### src/rtl/seq_stage_sequencer.sv
// seq_stage_sequencer: multi-cycle SEQ Y86-64 stage sequencer owning pc, valP, stat and the retired count
module seq_stage_sequencer #(
  parameter logic [63:0] RESET_PC = 64'h0,
  parameter int          CNT_W    = 32
) (
  input  logic             clk,
  input  logic             rst,
  input  logic             start,
  input  logic [3:0]       icode,
  input  logic             instructionValid,
  input  logic             needRegids,
  input  logic             needValC,
  input  logic             imem_ready,
  input  logic             imem_error,
  input  logic             dmem_ready,
  input  logic             dmem_error,
  input  logic [63:0]      newPC,
  output logic             imem_req,
  output logic             dmem_req,
  output logic             fetch_en,
  output logic             decode_en,
  output logic             execute_en,
  output logic             memory_en,
  output logic             writeback_en,
  output logic             pcupd_en,
  output logic [63:0]      pc,
  output logic [63:0]      valP,
  output logic [2:0]       stat,
  output logic             halted,
  output logic [CNT_W-1:0] retired
);
  typedef enum logic [2:0] {
    S_IDLE, S_FETCH, S_DECODE, S_EXECUTE, S_MEMORY, S_WRITEBACK, S_PCUPD, S_HALT
  } state_t;
  localparam logic [2:0] STAT_AOK = 3'd1, STAT_HLT = 3'd2, STAT_ADR = 3'd3, STAT_INS = 3'd4;
  state_t           state_q, state_d;
  logic [63:0]      pc_q, pc_d, valp_q, valp_d;
  logic [2:0]       stat_q, stat_d;
  logic [CNT_W-1:0] retired_q, retired_d;
  logic             mem_op;
  // mrmovq, rmmovq, call, ret, pushq, popq touch data memory
  assign mem_op = icode inside {4'h4, 4'h5, 4'h8, 4'h9, 4'hA, 4'hB};
  always_comb begin
    state_d   = state_q;
    pc_d      = pc_q;
    valp_d    = valp_q;
    stat_d    = stat_q;
    retired_d = retired_q;
    case (state_q)
      S_IDLE:      state_d = start ? S_FETCH : S_IDLE;
      S_FETCH: if (imem_ready) begin
        if (imem_error) begin
          stat_d  = STAT_ADR;
          state_d = S_HALT;
        end else if (!instructionValid) begin
          stat_d  = STAT_INS;
          state_d = S_HALT;
        end else if (icode == 4'h0) begin
          stat_d  = STAT_HLT;
          state_d = S_HALT;
        end else begin
          valp_d  = pc_q + 64'd1 + {63'd0, needRegids} + (needValC ? 64'd8 : 64'd0);
          state_d = S_DECODE;
        end
      end
      S_DECODE:    state_d = S_EXECUTE;
      S_EXECUTE:   state_d = mem_op ? S_MEMORY : S_WRITEBACK;
      S_MEMORY: if (dmem_ready) begin
        stat_d  = dmem_error ? STAT_ADR : stat_q;
        state_d = dmem_error ? S_HALT : S_WRITEBACK;
      end
      S_WRITEBACK: state_d = S_PCUPD;
      S_PCUPD: begin
        pc_d      = newPC;
        retired_d = retired_q + CNT_W'(1);
        state_d   = S_FETCH;
      end
      default:     state_d = S_HALT;
    endcase
  end
  always_ff @(posedge clk or posedge rst) begin
    if (rst) begin
      state_q   <= S_IDLE;
      pc_q      <= RESET_PC;
      valp_q    <= '0;
      stat_q    <= STAT_AOK;
      retired_q <= '0;
    end else begin
      state_q   <= state_d;
      pc_q      <= pc_d;
      valp_q    <= valp_d;
      stat_q    <= stat_d;
      retired_q <= retired_d;
    end
  end
  assign fetch_en     = state_q == S_FETCH;
  assign decode_en    = state_q == S_DECODE;
  assign execute_en   = state_q == S_EXECUTE;
  assign memory_en    = state_q == S_MEMORY;
  assign writeback_en = state_q == S_WRITEBACK;
  assign pcupd_en     = state_q == S_PCUPD;
  assign imem_req     = fetch_en;
  assign dmem_req     = memory_en;
  assign halted       = state_q == S_HALT;
  assign pc           = pc_q;
  assign valP         = valp_q;
  assign stat         = stat_q;
  assign retired      = retired_q;
endmodule

### config.mk
export PLATFORM = sky130hd
export DESIGN_NAME = seq_stage_sequencer
export DESIGN_NICKNAME = d
export VERILOG_FILES = /design/src/rtl/seq_stage_sequencer.sv
export SDC_FILE = /design/constraint.sdc
export NUM_CORES = 1
export LEC_CHECK = 0
export CORE_MARGIN = 2
export CORE_UTILIZATION = 50
export CTS_CLUSTER_DIAMETER = 40
export DETAILED_ROUTE_END_ITERATION = 16
export HOLD_SLACK_MARGIN = 0.02
export PLACE_DENSITY = 0.86
export SYNTH_ARGS = -nofsm -noshare
export SYNTH_HDL_FRONTEND = slang
export SYNTH_SLANG_ARGS = --single-unit
### constraint.sdc
create_clock -name clk -period 12.45 [get_ports clk]
set_input_delay 2.49 -clock clk [delete_from_list [all_inputs] [get_ports clk]]
set_output_delay 2.49 -clock clk [all_outputs]
set_load 0.05 [all_outputs]
# --- Word level (Yosys, flattened, before mapping) ---
# Index checks and enable logic that the tools add are counted.
word_totals:
  reg_bits: 166
  input_bits: 78
  out_inout_bits: 172
  wordCells: 52
op_classes:
  addsub: 4
  eq_ne: 17
  n_mux: 17
  bitwise: 2
  reduce_logical: 7
ops:
  columns: ["cell", "n"]
  rows:
  - ["adder 64 x 1 -> 64 bit", 1]
  - ["adder 64 x 1 -> 64 bit, second input constant", 1]
  - ["adder 64 x 4 -> 64 bit", 1]
  - ["2-to-1 mux 3 bit", 11]
  - ["adder 32 x 1 -> 32 bit, second input constant", 1]
  - ["one-hot mux 3 bit (7 select lines)", 1]
  - ["equality test 4 bit, second input constant", 4]
  - ["equality test 3 bit, second input constant", 4]
  - ["AND reduction 5 bit", 2]
  - ["equality test 4 x 3 -> 1 bit, second input constant", 2]
  - ["equality test 3 x 2 -> 1 bit, second input constant", 2]
  - ["inequality test 2 bit, second input constant", 3]
  - ["one-hot mux 3 bit (2 select lines)", 1]
  - ["nonzero test 6 bit", 1]
  - ["zero test 4 bit", 1]
  - ["2-to-1 mux 4 bit", 1]
  - ["inequality test 4 x 3 -> 1 bit, second input constant", 1]
  - ["equality test 3 x 1 -> 1 bit, second input constant", 1]
  - ["zero test 3 bit", 1]
  - ["2-to-1 mux 1 bit", 2]
  - ["2-to-1 mux 2 bit", 1]
  - ["NOT 1 bit", 2]
  - ["AND reduction 2 bit", 1]
  - ["nonzero test 2 bit", 1]

# --- Longest topological paths before layout ---
# Gate-level depths: netlist of run 1.
depth:
  depth_word: 6
  mapped_depth: 11

# --- Least setup slack after synthesis of run 1 ---
# Ideal clock, no wire load.
synth_timing:
  kind: "input-to-reg"
  start: "input needRegids"
  end: "register valp_q[52], in the netlist valP[52]"
  arrival_time_ps: 4481
  t_required_ps: 12367
  path_slack_ps: 7886
  cell_stages: 11
  n_path_buf: 1
  cell_sequence: "inv_1 > ha_1 > inv_1 > ha_1 > a31oi_1 > or3_1 > nor4_2 > buf_4 > nand4_1 > xor2_1 > o21ai_0"
synth_between:
  elab_chain_len: 2
synth_rtl:
  columns: ["element", "line_no", "text"]
  rows:
  - ["from (decl)", "11", "input logic needRegids,"]
  - ["adder 64 x 1 -> 64 bit", "62", "valp_d = pc_q + 64'd1 + {63'd0, needRegids} + (needValC ? 64'd8 : 64'd0);"]
  - ["adder 64 x 4 -> 64 bit", "62", null]
  - ["to (signal assigned)", "91", "valp_q <= valp_d;"]
  - ["to (decl)", "37", "logic [63:0] pc_q, pc_d, valp_q, valp_d;"]
# No other way between the ends.
# A chain may end at the register's enable or synchronous reset.

# --- Worst setup path in the final report of run 1 ---
layout_timing:
  start: "register state_q[0]"
  end: "output pcupd_en"
layout_between:
  elab_chain_len: 1
layout_rtl:
  columns: ["element", "line_no", "text"]
  rows:
  - ["from (decl)", "36", "state_t state_q, state_d;"]
  - ["from (signal assigned)", "89", "state_q <= state_d;"]
  - ["equality test 3 bit", "101", "assign pcupd_en = state_q == S_PCUPD;"]
  - ["to (decl)", "25", "output logic pcupd_en,"]
# No other way between the ends.

==> results.sh, run 1 <==
export IMPL_status="complete, no violations"
export IMPL_worst_slack_ps=6560
export IMPL_startpoint_type="flip-flop"
export IMPL_syn_cell_area_mm2=0.00764
export IMPL_yosysMostFrequentCell="nand2_1"
export IMPL_clock_latency_ps=430
export IMPL_drv_slew=0
export IMPL_required_ps=9960
export IMPL_coreArea_mm2=0.0151
export IMPL_grt_max_degree=86
export IMPL_ys_seq_elements=166
export IMPL_clock_path_buffers=2
export IMPL_antenna_found_initial=0
export IMPL_synth_edf_count=0
export IMPL_grt_first_pass_wirelength_mm=33.7
export IMPL_p_leak_uw=0.00480
export IMPL_drv_cap=0
export IMPL_ys_flop_type="dfrtp_1"
export IMPL_rsz0062_at_grt="no"
export IMPL_ios=250
export IMPL_ant_nets=0
export IMPL_avgRoutedWirePerCell_um=16.8
export IMPL_die_h_um=128
export IMPL_critPathKind="reg2out"
export IMPL_cts_sinks=166
export IMPL_drt_iter0_drc=398
export IMPL_synthArstFlopShare_pct=100
export IMPL_p_per_area_mw_per_mm2=295
export IMPL_crit_path_end_kind="primary output"
export IMPL_place_area_mm2=0.0102
export IMPL_max_clock_freq_mhz=170
export IMPL_synth_area_top_cells="dfrtp_1 (54%), nand2_1 (14%), xnor2_1 (5.7%)"
export IMPL_rows=45
export IMPL_period_needed_ps=5890
export IMPL_hold_buffers=0
export IMPL_netlist_cell_type_count=45
export IMPL_synthTopCellsByCount="nand2_1 (292), dfrtp_1 (165), o21ai_0 (55)"
export IMPL_grt_pass1_vias=6643
export IMPL_cts_tree="built"
export IMPL_portBuffers=249
export IMPL_final_core_utilization_pct=72.0
export IMPL_worstPathMaxFanout=70
export IMPL_critPathLaunch="state_q[0]"
export IMPL_setup_tns_ps=0
export IMPL_clk_root_buffer_cell="clkbuf_16"
export IMPL_die_area_mm2=0.0163
export IMPL_multi_input_area_mm2=0.00331
export IMPL_synth_warnings=0
export IMPL_cts_setup_buffers=0
export IMPL_ir_drop_mv=0.222
export IMPL_finalHoldWorstSlack_ps=478
export IMPL_syn_inst=824
export IMPL_vias=6692
export IMPL_dpl_hpwl_mm=14.8
export IMPL_h_tree_depth=4
export IMPL_path_clk_slew_ps=60
export IMPL_routed_wl_mm=21.1
export IMPL_first_pass_iters=4
export IMPL_final_net_count=1139
export IMPL_yosysSeqAreaShare_pct=54.4
export IMPL_yosysTopAreaCellShare_pct=54.0
export IMPL_grt_total_usage_pct=26.6
export IMPL_ctsResizeCount=0
export IMPL_ff_latch_area_mm2=0.00416
export IMPL_routed_via_density=5.32
export IMPL_yosys_area_top_type="dfrtp_1"
export IMPL_setup_viol=0
export IMPL_pre_cts_slack_ps=6880
export IMPL_hp_class="reg2reg"
export IMPL_num_fill_cells=1126
export IMPL_gr_total_overflow=0
export IMPL_hold_viol=0
export IMPL_tightest_slew_ps=1170
export IMPL_initial_core_util_pct=50.6
export IMPL_die_w_um=128
export IMPL_drc=0
export IMPL_finalCritPeriodShare_pct=47.3
export IMPL_relSlewSlack_pct=21.8
export IMPL_min_from="valP[39]"
export IMPL_area_growth_pct=42.2
export IMPL_diodes=0
export IMPL_gp_congestion=0.880
export IMPL_fin_skew_ps=9.33
export IMPL_drive_above_1_share_pct=4.39
export IMPL_crit_arrival_ps=3400
export IMPL_synth_nets=906
export IMPL_timing_rr_start="state_q[0]"
export IMPL_final_area_mm2=0.0109
export IMPL_cts_buffers_inserted=17
export IMPL_synth_avg_cell_area_um2=9.27
## final timing paths
check | end | slack [ps] | cells past startpoint
worst min register to register | valP[39] | 480 | 2
worst max register to register | retired[31] | 9500 | 6
worst max-delay path | pcupd_en | 6560 | 4
worst min-delay path | valP[39] | 480 | 2
max in group asynchronous | valP[47] | 8340 | 3
min in group asynchronous | pc[45] | 2560 | 2
## per-stage QoR
stage,total power (uW),instances
6_report,3210,1258
5_1_grt,3360,1258
4_1_cts,3220,1258
3_5_place_dp,2650,1226
3_3_place_gp,2620,1226
2_1_floorplan,2050,824
## cells by family (layout without fill, tap and decap cells)
logic type	after synthesis	in the layout	synth area share, %
muxes	6	6	0.868
AOI/OAI and AO/OA	74	74	5.03
adders and majority gates	4	4	0.655
and+or+nand+nor	434	434	25.8
buffers and inverters	47	293	2.64
DFF	166	166	54.4
xor gates and xnor gates	93	93	10.7
## worst max-delay path, cell delays in order (launching register included)
cell	delay, ps
dfrtp_1	470
nand3b_1	190
buf_4	330
inv_2	930
clkdlybuf4s50_1	980
## layer usage
layer | track usage (%) | vias to the layer above | share of wire (%)
met1 | 33.1 | 3186 | 41
met5 | 0 | - | 0
li1 | - | 3185 | -
met3 | 6.16 | 71 | 5.7
met2 | 43.5 | 250 | 49
met4 | 14.3 | 0 | 4.7
## cells in the final DEF, fill, tap and decap left out, drive strengths merged, types with 3 or more instances in the layout
master         instances
inv                    9
and3                  23
clkbuf                24
nor3b                  3
buf                    3
o21ai                 66
a21oi                  3
nor4                   6
xnor2                 50
clkdlybuf4s50        249
clkinv                 3
and2                   3
bufinv                 4
xor2                  43
and4                   9
nor2b                  4
nor3                  10
nand4                 22
dfrtp                165
nand3                 38
nand2                292
mux2                   5
nor2                  15
ha                     4
## registers in the layout, indices dropped and copies added, names as in the netlist
signal   cells
stat         3
state_q      3
pc          64
valP        64
retired     32
## power breakdown
part,switching (uW),total (uW),internal [uW],leakage (uW)
combinational,1130,1660,539,0.00236
sequential,241,990,749,0.00214
clock,210,556,346,0.000298
total,1580,3210,1630,0.00480
## layout make-up
| cell class | count | share of cell area (%) |
|---|---|---|
| clock buffers | 24 | 4.34 |
| clock inverters | 8 | 1.35 |
| inverters | 9 | 0.357 |
| multi-input cells | 611 | 30.4 |
| flip-flops and latches | 166 | 38.2 |
| well taps | 188 | 2.16 |
| repair buffers | 252 | 23.1 |
Power figures use the tool's default switching activity.
==> inputs of run 2 (changes only) <==
--- a/config.mk
+++ b/config.mk
@@ -6,11 +6,11 @@
 export NUM_CORES = 1
 export LEC_CHECK = 0
 export CORE_MARGIN = 2
-export CORE_UTILIZATION = 50
+export CORE_UTILIZATION = 42
 export CTS_CLUSTER_DIAMETER = 40
 export DETAILED_ROUTE_END_ITERATION = 16
 export HOLD_SLACK_MARGIN = 0.02
-export PLACE_DENSITY = 0.86
+export PLACE_DENSITY = 0.77
 export SYNTH_ARGS = -nofsm -noshare
 export SYNTH_HDL_FRONTEND = slang
 export SYNTH_SLANG_ARGS = --single-unit
==> constraint.sdc (replaced) <==
create_clock -name clk -period 5.2 [get_ports clk]
set_input_delay 1.04 -clock clk [delete_from_list [all_inputs] [get_ports clk]]
set_output_delay 1.04 -clock clk [all_outputs]
set_load 0.05 [all_outputs]
==> run 2 against run 1 <==
Clock-buffer cell count fell by 3. Via count fell by 2.6%. Hold slack got worse by 9.0 ps. Die area rose by 18%. Total power rose by 140%. Sequential power rose by 140%. Wire length fell by 0.29%. Clock skew rose by 3.6 ps. Critical path type is now in2reg. Largest cell class unchanged.
==> results.sh, run 2 (synthesized netlist as in run 1, its figures left out) <==
export IMPL_crit_arrival_ps=3960
export IMPL_coreArea_mm2=0.0179
export IMPL_p_int_uw=3770
export IMPL_path_clk_slew_ps=60
export IMPL_p_sw_share_pct=50.0
export IMPL_ant_nets=0
export IMPL_p_comb_share_pct=52.6
export IMPL_ios=250
export IMPL_drv_slew=0
export IMPL_ctsResizeCount=0
export IMPL_vias=6515
export IMPL_dpl_hpwl_mm=14.9
export IMPL_relSlewSlack_pct=29.2
export IMPL_max_clock_freq_mhz=273
export IMPL_crit_path_end_kind="flip-flop"
export IMPL_drive_above_1_share_pct=5.03
export IMPL_cts_sinks=166
export IMPL_final_cell_mix="nand2_1 (292), clkdlybuf4s50_1 (249), dfrtp_1 (165)"
export IMPL_finalHoldWorstSlack_ps=469
export IMPL_cts_setup_buffers=0
export IMPL_drc=0
export IMPL_final_area_mm2=0.0109
export IMPL_cts_buffers_inserted=17
export IMPL_p_clk_share_pct=16.0
export IMPL_antenna_found_initial=0
export IMPL_clk_root_buffer_cell="clkbuf_16"
export IMPL_drv_cap=0
export IMPL_first_pass_iters=4
export IMPL_setup_viol=0
export IMPL_routed_via_density=5.00
export IMPL_initial_core_util_pct=42.7
export IMPL_grt_pass1_vias=6471
export IMPL_power_uw=7550
export IMPL_routed_wl_mm=21.1
export IMPL_clock_latency_ps=430
export IMPL_die_area_mm2=0.0193
export IMPL_gr_total_overflow=0
export IMPL_avgRoutedWirePerCell_um=16.2
export IMPL_startpoint_type="primary input"
export IMPL_period_needed_ps=3660
export IMPL_layout_commonest_cell="nand2_1"
export IMPL_cts_tree="built"
export IMPL_place_area_mm2=0.0104
export IMPL_ir_drop_mv=0.671
export IMPL_status="complete, no violations"
export IMPL_h_tree_depth=4
export IMPL_p_sw_uw=3780
export IMPL_p_seq_share_pct=31.4
export IMPL_rsz0062_at_grt="no"
export IMPL_grt_max_degree=167
export IMPL_p_leak_uw=0.00479
export IMPL_fin_skew_ps=13.0
export IMPL_die_h_um=139
export IMPL_hp_class="reg2reg"
export IMPL_gp_congestion=0.807
export IMPL_worstPathMaxFanout=11
export IMPL_diodes=0
export IMPL_setup_tns_ps=0
export IMPL_finalCritPeriodShare_pct=70.4
export IMPL_final_core_utilization_pct=61.0
export IMPL_grt_total_usage_pct=22.2
export IMPL_hold_viol=0
export IMPL_die_w_um=139
export IMPL_rows=49
export IMPL_drt_iter0_drc=336
export IMPL_portBuffers=249
export IMPL_area_growth_pct=42.9
export IMPL_tightest_slew_ps=1050
export IMPL_critPathKind="in2reg"
export IMPL_required_ps=5500
export IMPL_p_per_area_mw_per_mm2=692
export IMPL_final_net_count=1143
export IMPL_hold_buffers=0
export IMPL_clock_path_buffers=2
export IMPL_grt_first_pass_wirelength_mm=34.1
-- run 2: power groups by stage --
stage,logic (uW),registers (uW),clock network [uW]
finish,3980,2370,1210
global route,4190,2460,1280
CTS,4000,2370,1220
detailed placement,3980,2390,0
global placement,3940,2370,0
floorplan,980,3920,0
-- run 2: path summary, 6_finish.rpt --
kind	start	cells after the start	slack, ps	end
hold reg to reg	retired[31]	1	470	retired[31]
setup reg to reg	pc[0]	10	2220	valP[62]
max in group asynchronous	rst	3	3290	pc[38]
setup / recovery	needRegids	11	1540	valP[62]
min in group asynchronous	rst	3	1230	retired[18]
hold / removal	retired[31]	1	470	retired[31]
-- run 2: final cells by class --
| type | instances | area, um^2 |
|---|---|---|
| flip-flops and latches | 166 | 4160 |
| repair buffers | 256 | 2570 |
| well taps | 229 | 287 |
| inverters | 9 | 37.5 |
| clock inverters | 11 | 101 |
| fillers | 1529 | 6990 |
| multi-input cells | 611 | 3310 |
| clock buffers | 21 | 460 |
-- run 2: critical path: stages --
cell and delay (ps):
clkdlybuf4s50_1 450, inv_1 40, ha_1 190, inv_1 70, ha_1 170, a31oi_1 180, or3_1 500, nor4_4 730
nand2_1 160, xnor2_1 170, mux2_2 260
-- run 2: stage by stage --
stage	setup slack, ps	instances
after floorplan	2050	824
after global routing	1350	1303
after CTS	1570	1303
final	1540	1303
after detailed placement	1120	1271
after global placement	1170	1271
-- run 2: per-layer routing --
layer / wire [um] / vias up / part of all wire (%) / track usage, %
li1: - / 3186 / - / -
met1: 9020 / 3097 / 43 / 28.3
met2: 10100 / 180 / 48 / 35.6
met3: 1080 / 52 / 5.1 / 5.01
met4: 850 / 0 / 4.0 / 11.4
met5: 0 / - / 0 / 0
